<file path="src/rtl/jk_cmd_sequencer_pkg.sv">
// Shared encodings for the JK command sequencer: {j,k} command codes, FSM states
// and the reference next-state function of a JK flip-flop.
package jk_cmd_sequencer_pkg;

    localparam logic [1:0] JK_HOLD   = 2'b00;
    localparam logic [1:0] JK_RESET  = 2'b01;
    localparam logic [1:0] JK_SET    = 2'b10;
    localparam logic [1:0] JK_TOGGLE = 2'b11;

    typedef enum logic {
        ST_IDLE = 1'b0,
        ST_RUN  = 1'b1
    } state_t;

    function automatic logic jk_next(input logic q, input logic [1:0] jk);
        logic q_nxt;
        q_nxt = q;
        case (jk)
            JK_HOLD:   q_nxt = q;
            JK_RESET:  q_nxt = 1'b0;
            JK_SET:    q_nxt = 1'b1;
            JK_TOGGLE: q_nxt = ~q;
            default:   q_nxt = q;
        endcase
        return q_nxt;
    endfunction

endpackage

</file>
<file path="src/rtl/jk_cmd_fifo.sv">
// Synchronous command FIFO with a show-ahead head entry; DEPTH must be a power of
// two so the pointers wrap on their own.
module jk_cmd_fifo #(
    parameter int DEPTH = 4,
    parameter int WIDTH = 6
) (
    input  logic             clk,
    input  logic             rst_n,
    input  logic             push,
    input  logic [WIDTH-1:0] wr_data,
    input  logic             pop,
    output logic [WIDTH-1:0] rd_data,
    output logic             full,
    output logic             empty
);

    localparam int AW = $clog2(DEPTH);
    localparam logic [AW:0] FULL_COUNT = (AW + 1)'(DEPTH);

    logic [WIDTH-1:0] mem [DEPTH];
    logic [AW-1:0]    wr_ptr;
    logic [AW-1:0]    rd_ptr;
    logic [AW:0]      count;
    logic             push_ok;
    logic             pop_ok;

    assign push_ok = push & ~full;
    assign pop_ok  = pop & ~empty;

    // NOTE: the storage array has no reset; pointers and count alone define
    // which entries are valid, so clearing the data would only cost logic.
    always_ff @(posedge clk) begin
        if (push_ok) begin
            mem[wr_ptr] <= wr_data;
        end
    end

    always_ff @(posedge clk or negedge rst_n) begin
        if (!rst_n) begin
            wr_ptr <= '0;
            rd_ptr <= '0;
            count  <= '0;
        end else begin
            if (push_ok) begin
                wr_ptr <= wr_ptr + 1'b1;
            end
            if (pop_ok) begin
                rd_ptr <= rd_ptr + 1'b1;
            end
            case ({push_ok, pop_ok})
                2'b10:   count <= count + 1'b1;
                2'b01:   count <= count - 1'b1;
                default: count <= count;
            endcase
        end
    end

    assign rd_data = mem[rd_ptr];
    assign full    = (count == FULL_COUNT);
    assign empty   = (count == '0);

endmodule

</file>
<file path="src/rtl/jk_cmd_sequencer.sv">
// Buffers {j,k,hold} commands, drives them onto a JK flop for hold+1 cycles each,
// and checks the flop output against a golden JK model with a sticky mismatch flag.
module jk_cmd_sequencer
    import jk_cmd_sequencer_pkg::*;
#(
    parameter int DEPTH  = 4,
    parameter int HOLD_W = 4
) (
    input  logic              clk,
    input  logic              rst_n,
    input  logic              cmd_valid,
    output logic              cmd_ready,
    input  logic [1:0]        cmd_jk,
    input  logic [HOLD_W-1:0] cmd_hold,
    output logic              j,
    output logic              k,
    input  logic              q_obs,
    output logic              q_exp,
    output logic              exp_valid,
    output logic              mismatch,
    output logic              busy
);

    localparam int CMD_W = HOLD_W + 2;

    state_t            state;
    logic [HOLD_W-1:0] cnt;
    logic              ready_en;
    logic              push;
    logic              pop;
    logic              fifo_full;
    logic              fifo_empty;
    logic [CMD_W-1:0]  head;
    logic [1:0]        head_jk;
    logic [HOLD_W-1:0] head_hold;

    jk_cmd_fifo #(
        .DEPTH (DEPTH),
        .WIDTH (CMD_W)
    ) u_fifo (
        .clk     (clk),
        .rst_n   (rst_n),
        .push    (push),
        .wr_data ({cmd_jk, cmd_hold}),
        .pop     (pop),
        .rd_data (head),
        .full    (fifo_full),
        .empty   (fifo_empty)
    );

    assign head_jk   = head[HOLD_W +: 2];
    assign head_hold = head[HOLD_W-1:0];

    // ready_en holds cmd_ready low until the first edge after reset release.
    assign cmd_ready = ready_en & ~fifo_full;
    assign push      = cmd_valid & cmd_ready;
    assign pop       = ~fifo_empty & ((state == ST_IDLE) | (cnt == '0));
    assign busy      = (state == ST_RUN) | ~fifo_empty;

    // NOTE: all state here is updated with non-blocking assignments so every
    // right-hand side (j, k, q_exp, cnt) reads the value from before the edge.
    always_ff @(posedge clk or negedge rst_n) begin
        if (!rst_n) begin
            state     <= ST_IDLE;
            cnt       <= '0;
            j         <= 1'b0;
            k         <= 1'b0;
            q_exp     <= 1'b0;
            exp_valid <= 1'b0;
            mismatch  <= 1'b0;
            ready_en  <= 1'b0;
        end else begin
            ready_en <= 1'b1;

            q_exp <= jk_next(q_exp, {j, k});
            if (({j, k} == JK_RESET) || ({j, k} == JK_SET)) begin
                exp_valid <= 1'b1;
            end
            if (exp_valid && (q_obs != q_exp)) begin
                mismatch <= 1'b1;
            end

            case (state)
                ST_IDLE: begin
                    if (pop) begin
                        {j, k} <= head_jk;
                        cnt    <= head_hold;
                        state  <= ST_RUN;
                    end
                end
                ST_RUN: begin
                    if (cnt != '0) begin
                        cnt <= cnt - 1'b1;
                    end else if (pop) begin
                        {j, k} <= head_jk;
                        cnt    <= head_hold;
                    end else begin
                        {j, k} <= JK_HOLD;
                        state  <= ST_IDLE;
                    end
                end
                default: begin
                    {j, k} <= JK_HOLD;
                    cnt    <= '0;
                    state  <= ST_IDLE;
                end
            endcase
        end
    end

endmodule

</file>
<file path="config.mk">
export PLATFORM = sky130hd
export DESIGN_NAME = jk_cmd_sequencer
export DESIGN_NICKNAME = d
export VERILOG_FILES = /design/src/rtl/jk_cmd_sequencer_pkg.sv /design/src/rtl/jk_cmd_fifo.sv /design/src/rtl/jk_cmd_sequencer.sv
export SDC_FILE = /design/constraint.sdc
export NUM_CORES = 1
export LEC_CHECK = 0
export ABC_AREA = 1
export CORE_MARGIN = 3
export CORE_UTILIZATION = 57
export CTS_BUF_LIST = sky130_fd_sc_hd__clkbuf_16
export CTS_CLUSTER_SIZE = 28
export DETAILED_ROUTE_END_ITERATION = 8
export GPL_TIMING_DRIVEN = 0
export MAX_ROUTING_LAYER = met4
export PLACE_DENSITY = 0.79
export SYNTH_ARGS = -nofsm -noshare
export SYNTH_HDL_FRONTEND = slang
export SYNTH_HIERARCHICAL = 1
export SYNTH_SLANG_ARGS = --single-unit
</file>
<file path="constraint.sdc">
create_clock -name clk -period 3.3 [get_ports clk]
set_input_delay 0.495 -clock clk [delete_from_list [all_inputs] [get_ports clk]]
set_output_delay 0.495 -clock clk [all_outputs]
set_load 0.02 [all_outputs]
</file>
==> results.md <==
* Status: finished, final reports clean
* Vias per cell at 4.97
* Number of diodes at 0
* Largest net degree at the start of global routing at 19
* Multi-input gate area at 681 sq um
* Number of port buffers at 16
* Post-CTS Setup Inserts at 0
* Slew HR at 45.1%
* Number of antenna-violating nets in the routed design at 0
* Final hold violations at 0
* Cell taking the most area after synthesis: edfxtp_1
* Maxcap violations at 0
* Post-cts sizing count at 0
* Nets at 249
* Top post-synthesis cells by area: edfxtp_1, dfrtp_1, nand2_1
* Vias in the first global route at 1294
* Storage cell area at 1170 sq um
* Top FF cell, synth: edfxtp_1
* CTS buffer count at 5
* Setup CP Type: reg -> out
* Minimum clock period at 2.29 ns
* Arrival @ worst endpoint at 1.79 ns
* Worst Path Required at 2.80 ns
* Layout cells sized above 1 at 10.9%
* Total length of routed wires at 3390 um
* RD Place Congestion at 0.731
* Setup TNS at 0 ns
* Placed cell areas at 2260 sq um
* CTS tree: built
* Initial antenna violation count at 0
* Number of library cell types mapped by synthesis at 27
* Drt initial violations at 72
* Dpl hpwl at 2440 um
* Hold Worst Slack at 0.461 ns
* Syn Area/Cell at 9.89 sq um
* CTS root buffer: clkbuf_16
* Worst-path clk slew at 0.05 ns
* Worst skew pair latency at 0.28 ns
* # IOs at 17
* Synth Cell Area at 2040 sq um
* Chip Height at 65.8 um
* H-tree levels at 2
* Most common cell in the netlist: nand2_1
* Pin slew with the least headroom to its limit at 0.820 ns
* Slew Viols, Final at 0
* CTS Sinks at 42
* Startpoint types: flop
* Post-synthesis sequential area ratio at 57.5%
* EDFF count, synth at 24
* TritonRoute pass-1 iters at 4
* Hold Path Class: reg -> reg
* Synth warn at 6
* Seq cells post-synth at 42
* Core Area at 3390 sq um
* Via count at 1371
* Max VDD drop at 0.747 mV
* Fmax at 0.437 GHz
* Synthesized net count at 226
* Worst-path fanout max at 6
* Wire per inst at 12.3 um
* Pwr/cell area at 876 nW/um^2
* Initial cell density of the core at 60.1%
* GRT overflow at 0
* Final Cycle Share at 69.3%
* # setup viols final at 0
* Die area at 4330 sq um
* Total track usage at 19.7%
* Ys async rst share at 42.9%
* Final non-filler cell total at 276
* Share of the synthesized area in the top cell type at 35.4%
* Placed cell count at 268
* # rows at 21
* End-of-flow core utilization at 72.3%
* Fill count at 235
* Clock Path Buffers at 2
* Global-route wire length before repair at 6020 um
* Mapped Cells at 206
* CTS Hold Bufs at 0
* Final Cell Area at 2450 sq um
* Worst setup EP type: output port
* Unrepaired setup endpoints after global routing: no
* Pleak at 1.14 nW
* Die X at 65.8 um
* Commonest cells post-synth: nand2_1, inv_1, edfxtp_1
* # DRC at 0
* Final Skew at 0.00445 ns
* Layout area overhead at 20.2%
-- through the flow --
step,power (mW),setup slack (ns)
finish,2.15,1.01
CTS,2.17,1.00
global route,2.33,0.827
floorplan,1.33,1.24
detailed placement,1.54,0.728
global placement,1.50,0.831
-- path summary, 6_finish.rpt --
path	start	to	slack (ns)	depth (start not counted)
setup / recovery	u_fifo/count[0]	busy	1.01	5
hold / removal	mismatch	mismatch	0.46	1
setup reg to reg	u_fifo/count[0]	u_fifo/count[1]	1.03	9
hold reg to reg	mismatch	mismatch	0.46	1
max in group asynchronous	rst_n	q_exp	2.10	1
min in group asynchronous	rst_n	state	0.69	1
-- kinds of logic (layout without fill, tap and decap cells) --
family          count (synthesis)  in the layout  synth area share, %
simple gates                   91             91                 20.3
buf+inv                        44             68                 9.15
flops                          42             42                 57.5
compound gates                 17             17                 5.95
fa+ha+maj                      10             10                 6.51
other cells                     1              1                0.184
xor+xnor                        1              1                0.430
-- state kept, by name (all words and copies together) (netlist names), 2 cells and up --
| signal | count |
|---|---|
| u_fifo/rd_ptr | 2 |
| u_fifo/wr_ptr | 2 |
| u_fifo/mem | 24 |
| u_fifo/count | 3 |
| cnt | 4 |
-- layout make-up --
| cell class | count | area share (%) |
|---|---|---|
| plain buffers | 3 | 1.12 |
| clock inverters | 3 | 2.81 |
| flip-flops and latches | 42 | 47.8 |
| clock buffers | 5 | 5.11 |
| repair buffers | 16 | 6.54 |
| multi-input cells | 120 | 27.8 |
| well taps | 46 | 2.35 |
| inverters | 41 | 6.49 |
-- cell usage in the layout (no fill, tap or decap), types with 3 or more instances in the layout --
cell type / Yosys / final
nand2_1: 52 / 52
inv_1: 37 / 37
edfxtp_1: 24 / 24
dfrtp_1: 18 / 18
clkdlybuf4s50_1: 0 / 16
nand3_1: 15 / 15
nor2_1: 12 / 12
o211ai_1: 12 / 12
ha_1: 9 / 9
clkbuf_16: 0 / 5
nand2_4: 3 / 3
inv_2: 3 / 3
-- routing by layer --
metal	global-route usage [%]	vias to the layer above	share of wire, %
li1	-	701	-
met1	24.9	637	47
met2	29.7	27	47
met3	5.10	6	4.4
met4	9.33	0	1.8
met5	-	-	0
-- power by group --
| part | internal (mW) | total [mW] | switching (mW) | leakage, nW |
|---|---|---|---|---|
| Clock | 0.434 | 0.623 | 0.189 | 0.0940 |
| Combinational | 0.288 | 0.762 | 0.474 | 0.617 |
| Sequential | 0.680 | 0.761 | 0.0809 | 0.426 |
-- critical path, cell delays in order (launching register included) --
cell,delay [ns]
dfrtp_1,0.40
inv_1,0.14
nand3_2,0.13
inv_1,0.19
nand2_1,0.11
clkdlybuf4s50_1,0.54
Note: power is estimated with default switching activity, not from simulation.
